## src/rtl/kbd_term_encoder.sv

```systemverilog
// PS/2 scan-code (set 2) to terminal-event encoder: make/break, E0 prefix,
// Shift/Caps tracking and a small event FIFO drained by the display.
module kbd_term_encoder #(
   parameter int DEPTH = 8
) (
   input  logic       clk,
   input  logic       clrn,
   input  logic       ps2_ready,
   input  logic [7:0] ps2_data,
   output logic       ps2_nextdata_n,
   input  logic       take,
   output logic       no_input,
   output logic [2:0] command,
   output logic [7:0] char_ascii,
   output logic       caps_on,
   output logic       overflow
);

   localparam int           AW       = $clog2(DEPTH);
   localparam logic [AW:0]  FULL_CNT = (AW+1)'(DEPTH);
   localparam logic [2:0]   CMD_CHAR = 3'd0;
   localparam logic [2:0]   CMD_ENTER = 3'd1;
   localparam logic [2:0]   CMD_BKSP = 3'd2;

   typedef enum logic [1:0] {S_IDLE, S_POP, S_DECODE} state_t;

   state_t            r_state;
   logic [7:0]        r_byte;
   logic              r_brk, r_ext, r_shift_l, r_shift_r, r_caps, r_overflow;
   logic [10:0]       r_mem [DEPTH];
   logic [AW-1:0]     r_wr_ptr, r_rd_ptr;
   logic [AW:0]       r_count;

   logic [8:0]        w_map;
   logic              w_key, w_push, w_empty, w_full, w_do_push, w_do_take;
   logic [10:0]       w_entry, w_head;

   // Returns {hit, ascii}. Letters honour shift^caps; everything else shift only.
   function automatic logic [8:0] map_key(input logic [7:0] code, input logic shift,
                                          input logic caps);
      logic [7:0] lc, un, sh;
      lc = 8'h00; un = 8'h00; sh = 8'h00;
      case (code)
         8'h1C: lc = "a";  8'h32: lc = "b";  8'h21: lc = "c";  8'h23: lc = "d";
         8'h24: lc = "e";  8'h2B: lc = "f";  8'h34: lc = "g";  8'h33: lc = "h";
         8'h43: lc = "i";  8'h3B: lc = "j";  8'h42: lc = "k";  8'h4B: lc = "l";
         8'h3A: lc = "m";  8'h31: lc = "n";  8'h44: lc = "o";  8'h4D: lc = "p";
         8'h15: lc = "q";  8'h2D: lc = "r";  8'h1B: lc = "s";  8'h2C: lc = "t";
         8'h3C: lc = "u";  8'h2A: lc = "v";  8'h1D: lc = "w";  8'h22: lc = "x";
         8'h35: lc = "y";  8'h1A: lc = "z";
         8'h16: begin un = "1"; sh = "!"; end
         8'h1E: begin un = "2"; sh = "@"; end
         8'h26: begin un = "3"; sh = "#"; end
         8'h25: begin un = "4"; sh = "$"; end
         8'h2E: begin un = "5"; sh = "%"; end
         8'h36: begin un = "6"; sh = "^"; end
         8'h3D: begin un = "7"; sh = "&"; end
         8'h3E: begin un = "8"; sh = "*"; end
         8'h46: begin un = "9"; sh = "("; end
         8'h45: begin un = "0"; sh = ")"; end
         8'h0E: begin un = 8'h60; sh = "~"; end
         8'h4E: begin un = "-"; sh = "_"; end
         8'h55: begin un = "="; sh = "+"; end
         8'h54: begin un = "["; sh = "{"; end
         8'h5B: begin un = "]"; sh = "}"; end
         8'h5D: begin un = 8'h5C; sh = 8'h7C; end
         8'h4C: begin un = ";"; sh = ":"; end
         8'h52: begin un = 8'h27; sh = 8'h22; end
         8'h41: begin un = ","; sh = "<"; end
         8'h49: begin un = "."; sh = ">"; end
         8'h4A: begin un = "/"; sh = "?"; end
         8'h29: begin un = " "; sh = " "; end
         default: ;
      endcase
      if (lc != 8'h00)      return {1'b1, (shift ^ caps) ? (lc - 8'h20) : lc};
      else if (un != 8'h00) return {1'b1, shift ? sh : un};
      else                  return 9'h000;
   endfunction

   // NOTE: every signal written in always_comb gets a default first so no latch is inferred.
   always_comb begin
      w_map   = map_key(r_byte, r_shift_l | r_shift_r, r_caps);
      w_key   = (r_state == S_DECODE) && (r_byte != 8'hF0) && (r_byte != 8'hE0);
      w_push  = 1'b0;
      w_entry = 11'h000;
      if (w_key && !r_brk) begin
         if (r_byte == 8'h5A) begin
            w_push  = 1'b1;
            w_entry = {CMD_ENTER, 8'h00};
         end else if (!r_ext) begin
            if (r_byte == 8'h66) begin
               w_push  = 1'b1;
               w_entry = {CMD_BKSP, 8'h00};
            end else if (w_map[8]) begin
               w_push  = 1'b1;
               w_entry = {CMD_CHAR, w_map[7:0]};
            end
         end
      end
   end

   // NOTE: sequential state uses non-blocking assignments so all registers update together.
   always_ff @(posedge clk) begin
      if (clrn) begin
         r_state   <= S_IDLE;
         r_byte    <= 8'h00;
         r_brk     <= 1'b0;
         r_ext     <= 1'b0;
         r_shift_l <= 1'b0;
         r_shift_r <= 1'b0;
         r_caps    <= 1'b0;
      end else begin
         case (r_state)
            S_IDLE: if (ps2_ready) begin
               r_byte  <= ps2_data;
               r_state <= S_POP;
            end
            S_POP: r_state <= S_DECODE;
            S_DECODE: begin
               r_state <= S_IDLE;
               if (r_byte == 8'hF0)      r_brk <= 1'b1;
               else if (r_byte == 8'hE0) r_ext <= 1'b1;
               else begin
                  r_brk <= 1'b0;
                  r_ext <= 1'b0;
                  if (r_brk) begin
                     if (r_byte == 8'h12) r_shift_l <= 1'b0;
                     if (r_byte == 8'h59) r_shift_r <= 1'b0;
                  end else if (!r_ext) begin
                     if (r_byte == 8'h12) r_shift_l <= 1'b1;
                     if (r_byte == 8'h59) r_shift_r <= 1'b1;
                     if (r_byte == 8'h58) r_caps    <= ~r_caps;
                  end
               end
            end
            default: r_state <= S_IDLE;
         endcase
      end
   end

   assign w_empty   = (r_count == '0);
   assign w_full    = (r_count == FULL_CNT);
   assign w_do_take = take & ~w_empty;
   assign w_do_push = w_push & (~w_full | w_do_take);

   always_ff @(posedge clk) begin
      if (clrn) begin
         r_wr_ptr   <= '0;
         r_rd_ptr   <= '0;
         r_count    <= '0;
         r_overflow <= 1'b0;
      end else begin
         if (w_do_push) r_wr_ptr <= r_wr_ptr + AW'(1);
         if (w_do_take) r_rd_ptr <= r_rd_ptr + AW'(1);
         case ({w_do_push, w_do_take})
            2'b10:   r_count <= r_count + (AW+1)'(1);
            2'b01:   r_count <= r_count - (AW+1)'(1);
            default: ;
         endcase
         if (w_push && !w_do_push) r_overflow <= 1'b1;
      end
   end

   // NOTE: storage is not reset; pointers and count define which entries are valid.
   always_ff @(posedge clk) begin
      if (w_do_push && !clrn) r_mem[r_wr_ptr] <= w_entry;
   end

   assign w_head         = r_mem[r_rd_ptr];
   assign no_input       = w_empty;
   assign command        = w_empty ? 3'd0  : w_head[10:8];
   assign char_ascii     = w_empty ? 8'h00 : w_head[7:0];
   assign caps_on        = r_caps;
   assign overflow       = r_overflow;
   // Reset during POP suppresses the strobe so the receiver keeps its byte.
   assign ps2_nextdata_n = ~((r_state == S_POP) & ~clrn);

endmodule

```

## config.mk

```make
export PLATFORM = sky130hd
export DESIGN_NAME = kbd_term_encoder
export DESIGN_NICKNAME = d
export VERILOG_FILES = /design/src/rtl/kbd_term_encoder.sv
export SDC_FILE = /design/constraint.sdc
export NUM_CORES = 1
export LEC_CHECK = 0
export CORE_UTILIZATION = 45
export DETAILED_ROUTE_END_ITERATION = 6
export DONT_BUFFER_PORTS = 1
export PLACE_DENSITY_LB_ADDON = 0.15
export SYNTH_ARGS = -nofsm -noshare
export SYNTH_HDL_FRONTEND = slang
export SYNTH_SLANG_ARGS = --single-unit
```

## constraint.sdc

```tcl
create_clock -name clk -period 4.05 [get_ports clk]
set_input_delay 1.215 -clock clk [delete_from_list [all_inputs] [get_ports clk]]
set_output_delay 1.215 -clock clk [all_outputs]
set_load 0.05 [all_outputs]
```

# After elaboration in Yosys (flattened, before gate mapping)
# Memories as Yosys holds them, arrays and structs flattened. A register that Yosys moved wholly into a read port is not among the register bits.
# Cells that the tools add are included.
[word_totals] output_inout_bits=15 word_cells=153 input_bits=12 regBits=26 ramBits=80 n_memories=1
[mem_list] name="r_mem" words=8 word_bits=10 rd=1 rd_ports_with_merged_regs=1 wr=1 line_no="30" source="logic [10:0] r_mem [DEPTH];"
[classes] n_eq_ne=65 bitwise=15 n_mux=37 n_addsub=5 reduce_logical=19
[op_table] cell="7-bit one-hot mux with 22 select lines" count=2
[op_table] cell="8-bit by 6-bit == test with 1-bit output (second input constant)" count=23
[op_table] cell="7-bit one-hot mux with 26 select lines" count=1
[op_table] cell="8-bit by 7-bit == test with 1-bit output (second input constant)" count=21
[op_table] cell="8-bit by 5-bit == test with 1-bit output (second input constant)" count=8
[op_table] cell="10-bit two-way mux" count=4
[op_table] cell="8-bit two-way mux" count=4
[op_table] cell="1-bit two-way mux" count=18
[op_table] cell="9-bit two-way mux" count=2
[op_table] cell="8-bit == test (second input constant)" count=2
[op_table] cell="8-bit inequality test (second input constant)" count=2
[op_table] cell="8-bit nonzero test" count=2
[op_table] cell="5-bit AND reduction" count=2
[op_table] cell="3-bit two-way mux" count=3
[op_table] cell="1-bit inverter" count=9
[op_table] cell="8-bit by 4-bit == test with 1-bit output (second input constant)" count=1
[op_table] cell="4-bit one-hot mux with 2 select lines" count=1
[op_table] cell="8-bit by 6-bit subtractor with 8-bit output (second input constant)" count=1
[op_table] cell="3-bit by 1-bit adder with 3-bit output (second input constant)" count=2
[op_table] cell="2-bit inequality test (second input constant)" count=3
[op_table] cell="2-bit AND reduction" count=3
[op_table] cell="6-bit AND reduction" count=1
[op_table] cell="1-bit logical AND" count=5
[op_table] cell="4-bit by 1-bit adder with 4-bit output (second input constant)" count=1
[op_table] cell="other kinds (13)" count=20

# Logic depth before layout (Yosys ltp)
[logic_depth] ltp_word=14 mapped_depth=16 ltp_nobuf=13

# Worst setup path before layout
# No wires, ideal clock.
[synth_path] kind="flip-flop to flip-flop" from="register r_byte[4]" to="memory r_mem[4][0] (netlist bit) (enable)" period_less_slack_ns=3.552 setup_slack_ns=0.498 n_path_buf=2 setup_ns=0.404 t_arrival_ns=3.148 path_stages_with_launch=10 required_time_ns=3.646 path_cell_list="dfxtp_1 buf_6 or3b_1 a2111oi_2 and3b_1 nand4_2 nor4b_4 or3_1 buf_4 nor4_1"
[synth_via] elab_chain_cells=14 elab_cells_between_ends=70 classes_between="eq/ne (52); mux (11); bitwise (1); reduce/logical (6)"
[synth_lines] element="from (decl)" line_no="28" source="logic [7:0] r_byte;"
[synth_lines] element="from (signal assigned)" line_no="115" source="r_byte <= ps2_data;"
[synth_lines] element="8-bit by 6-bit == test with 1-bit output, or another cell as far along" line_no="43" source="case (code)"
[synth_lines] element="7-bit one-hot mux with 22 select lines" line_no="43"
[synth_lines] element="8-bit nonzero test" line_no="76" source="else if (un != 8'h00) return {1'b1, shift ? sh : un};"
[synth_lines] element="9-bit two-way mux" line_no="76"
[synth_lines] element="9-bit two-way mux" line_no="75" source="if (lc != 8'h00) return {1'b1, (shift ^ caps) ? (lc - 8'h20) : lc};"
[synth_lines] element="1-bit two-way mux" line_no="94" source="end else if (w_map[8]) begin"
[synth_lines] element="1-bit two-way mux" line_no="91" source="if (r_byte == 8'h66) begin"
[synth_lines] element="1-bit two-way mux" line_no="90" source="end else if (!r_ext) begin"
[synth_lines] element="1-bit two-way mux" line_no="87" source="if (r_byte == 8'h5A) begin"
[synth_lines] element="1-bit two-way mux (*)" line_no="86" source="if (w_key && !r_brk) begin"
[synth_lines] element="1-bit AND (*)" line_no="144" source="assign w_do_push = w_push & (~w_full | w_do_take);"
[synth_lines] element="1-bit logical AND (*)" line_no="166" source="if (w_do_push && !clrn) r_mem[r_wr_ptr] <= w_entry;"
[synth_lines] element="1-bit two-way mux (*)" line_no="166"
[synth_lines] element="1-bit two-way mux (not written as such) (*)" line_no="166"
[synth_lines] element="to (decl)" line_no="30"
# Mark *: on every way between the ends. The rest lies on a longest branch, timed or not.

# Worst setup path in the final report
[layout_path] from="register r_byte[5]" to="register r_count[3]"
[layout_via] elab_chain_cells=13 elab_cells_between_ends=71 classes_between="eq/ne (54); mux (10); bitwise (1); reduce/logical (6)"
[layout_lines] element="8-bit by 6-bit == test with 1-bit output, or another cell as far along" line_no="43"
[layout_lines] element="7-bit one-hot mux with 22 select lines" line_no="43"
[layout_lines] element="8-bit nonzero test" line_no="76"
[layout_lines] element="9-bit two-way mux" line_no="76"
[layout_lines] element="9-bit two-way mux" line_no="75"
[layout_lines] element="1-bit two-way mux" line_no="94"
[layout_lines] element="1-bit two-way mux" line_no="91"
[layout_lines] element="1-bit two-way mux" line_no="90"
[layout_lines] element="1-bit two-way mux" line_no="87"
[layout_lines] element="1-bit two-way mux (*)" line_no="86"
[layout_lines] element="1-bit AND (*)" line_no="144"
[layout_lines] element="2-bit by 1-bit == test with 1-bit output or 2-bit == test (tied branches)" line_no="155" source="case ({w_do_push, w_do_take})"
[layout_lines] element="4-bit one-hot mux with 2 select lines or 2-bit nonzero test (tied branches)"
[layout_lines] element="to (signal assigned)" line_no="156" source="2'b10: r_count <= r_count + (AW+1)'(1);"
[layout_lines] element="to (signal assigned)" line_no="157" source="2'b01: r_count <= r_count - (AW+1)'(1);"
[layout_lines] element="to (decl)" line_no="32" source="logic [AW:0] r_count;"
# Marks and branches as above.
# A chain may end at the register's enable or synchronous reset.

==> flow_summary.ini <==
[power_and_ir_drop]
ir_drop_mv = 0.207
p_per_area_nw_per_um2 = 401
power.leakage_nw = 2.18

[synthesis]
ys_types = 76
synth_common_cells = 80 x edfxtp_1, 63 x nor2_1, 29 x dfxtp_1
syn_area_um2 = 5790
synth_edf_count = 80
ys_seq_elements = 109
ys_async_sr_fraction_pct = 0
synth_ff_type = edfxtp_1
syn_inst = 502
yosysMostFrequentCell = edfxtp_1
syn-num-nets = 521
ys.warnings.count = 0
synth_top_area_share_pct = 41.5
avgSynthCellArea_um2 = 11.5
synth_top_cell_by_area = edfxtp_1
yosysSeqAreaShare_pct = 51.5
synth_area_leaders = edfxtp_1 41%, dfxtp_1 10%, mux4_2 7.8%

[cts]
clockBufferDepth = 2
path_clk_slew_ps = 70
cts_root_buf = clkbuf_16
cts_sinks = 109
h-tree-depth = 3
cts_resized = 0
cts_buffers = 9
clk_latency_ps = 350
cts_setup_buffers = 0
cts_tree = built
cts_hold_buffers = 0

[die]
die_w_um = 115
ios = 27
initial_core_util_pct = 46.1
die_height_um = 115
rows = 41
die_area_um2 = 13300
core-area_um2 = 12600

[sta]
fin_crit_sh_pct = 91.6
fin_crit_ps = 3710
hold_viol_final = 0
slew_viol_final = 0
rsz0062_at_grt = false
max_freq_ghz = 0.270
setup_violations = 0
setup_tns_ps = 0
skew_ps = 6.36
tightest_slew_ps = 919
slew_headroom_pct = 38.3

[setup_path]
start_kind = register
crit_arrival_ps = 3940
worstPathMaxFanout = 20
required_ps = 4290
crit_type = register to register
end_kind = register

[drt]
routed_via_density = 5.93
ant_nets = 0
vias = 4168
wl_per_cell_um = 20.0
drcViolationCount = 0
drt_wl_total_mm = 14.1
firstDrtPassIters = 6
drtIter0Drc = 371

[cells_and_area]
fill_cells = 1136
syn2layout_area_growth_pct = 12.1
nNetsFinal = 545
antennaDiodeCount = 0
fin_area_um2 = 6490
drive_above_1_share_pct = 20.0
fin_util_pct = 51.7

[place]
hpwl_mm = 10.1
place_congestion = 1.01
placed_area_um2 = 6220
io_buffers = 0

[hold_path]
hp-class = register to register

[grt]
first_global_vias = 4138
grt_first_pass_wirelength_mm = 22.9
antenna_found_initial = 0
grt_overflow = 0
grt_max_degree = 32
grt_usage_pct = 23.0

[outcome]
status = finished clean

[job]
drv_cap = 0
## power breakdown
part           internal [W]  leakage (nW)  switching [W]  total, W
Clock              0.000427         0.132       0.000403  0.000830
Sequential          0.00120          1.00      0.0000333   0.00123
Combinational      0.000216          1.05       0.000327  0.000543
Total               0.00184          2.18       0.000763   0.00261
## stage by stage
step / setup slack [ps] / hold slack (ps) / power (W) / instances
after floorplan: 498 / 454 / 0.00165 / 502
after global placement: 382 / 462 / 0.00180 / 687
after detailed placement: 446 / 473 / 0.00180 / 687
after CTS: 402 / 483 / 0.00263 / 703
after global routing: 79.5 / 535 / 0.00271 / 703
final: 342 / 489 / 0.00261 / 703
## worst paths after layout
path | from | to | slack, ps | cells after the start
setup / recovery | r_byte[5] | r_count[3] | 340 | 12
hold / removal | r_rd_ptr[1] | r_rd_ptr[1] | 490 | 2
setup reg to reg | r_byte[5] | r_count[3] | 340 | 12
hold reg to reg | r_rd_ptr[1] | r_rd_ptr[1] | 490 | 2
## routing by layer
layer	up-vias	part of all wire, %	global-route usage [%]	wire length (um)
met5	-	0	0	0
met4	0	2.6	10.1	372
met3	27	4.2	3.82	584
met2	132	48	37.1	6760
met1	2042	45	30.7	6340
li1	1967	-	-	-
## sequential cells by signal, indices dropped and copies added (netlist names), named ones only
register,count
caps_on,1
overflow,1
r_brk,1
r_byte,8
r_count,4
r_ext,1
r_mem,80
r_rd_ptr,3
r_shift_l,1
r_shift_r,1
r_state,2
r_wr_ptr,3
## cells in the final DEF (no fill, tap or decap), types with 12 or more instances in the layout
cell      count
buf_4        49
mux4_2       20
edfxtp_1     80
dfxtp_1      29
o21ai_0      23
nor3_1       14
nand2b_1     12
a21oi_1      17
nor2_1       63
nand2_1      27
mux2i_1      20
## worst max-delay path, cell delays in order, from the launching register on
cell       delay, ps
dfxtp_1          790
nand2b_1         220
or2_0            250
a2111oi_1        620
a211o_1          260
nor4b_4           90
o21ai_2          160
inv_1            100
ha_1             270
a21o_1           170
a21o_1           190
o22ai_2          150
mux2_1           330
## kinds of logic after synthesis
kind of cell / Yosys count / share of synthesized area [%]
xor+xnor: 9 / 1.36
simple gates: 189 / 18.6
fa+ha+maj: 7 / 1.64
mux: 43 / 11.8
flops: 109 / 51.5
buf+inv: 48 / 4.04
other cells: 1 / 0.0648
compound gates: 96 / 10.9
## layout make-up
class | instances | area, um2 | share of cell area, %
Inverter | 11 | 41.3 | 0.636
Clock inverter | 5 | 45.0 | 0.694
Clock buffer | 11 | 233 | 3.58
Multi-Input combinational cell | 345 | 2600 | 40.0
Sequential cell | 109 | 2980 | 45.9
Tap cell | 172 | 215 | 3.31
Timing Repair Buffer | 50 | 379 | 5.84
Power figures use the tool's default switching activity.
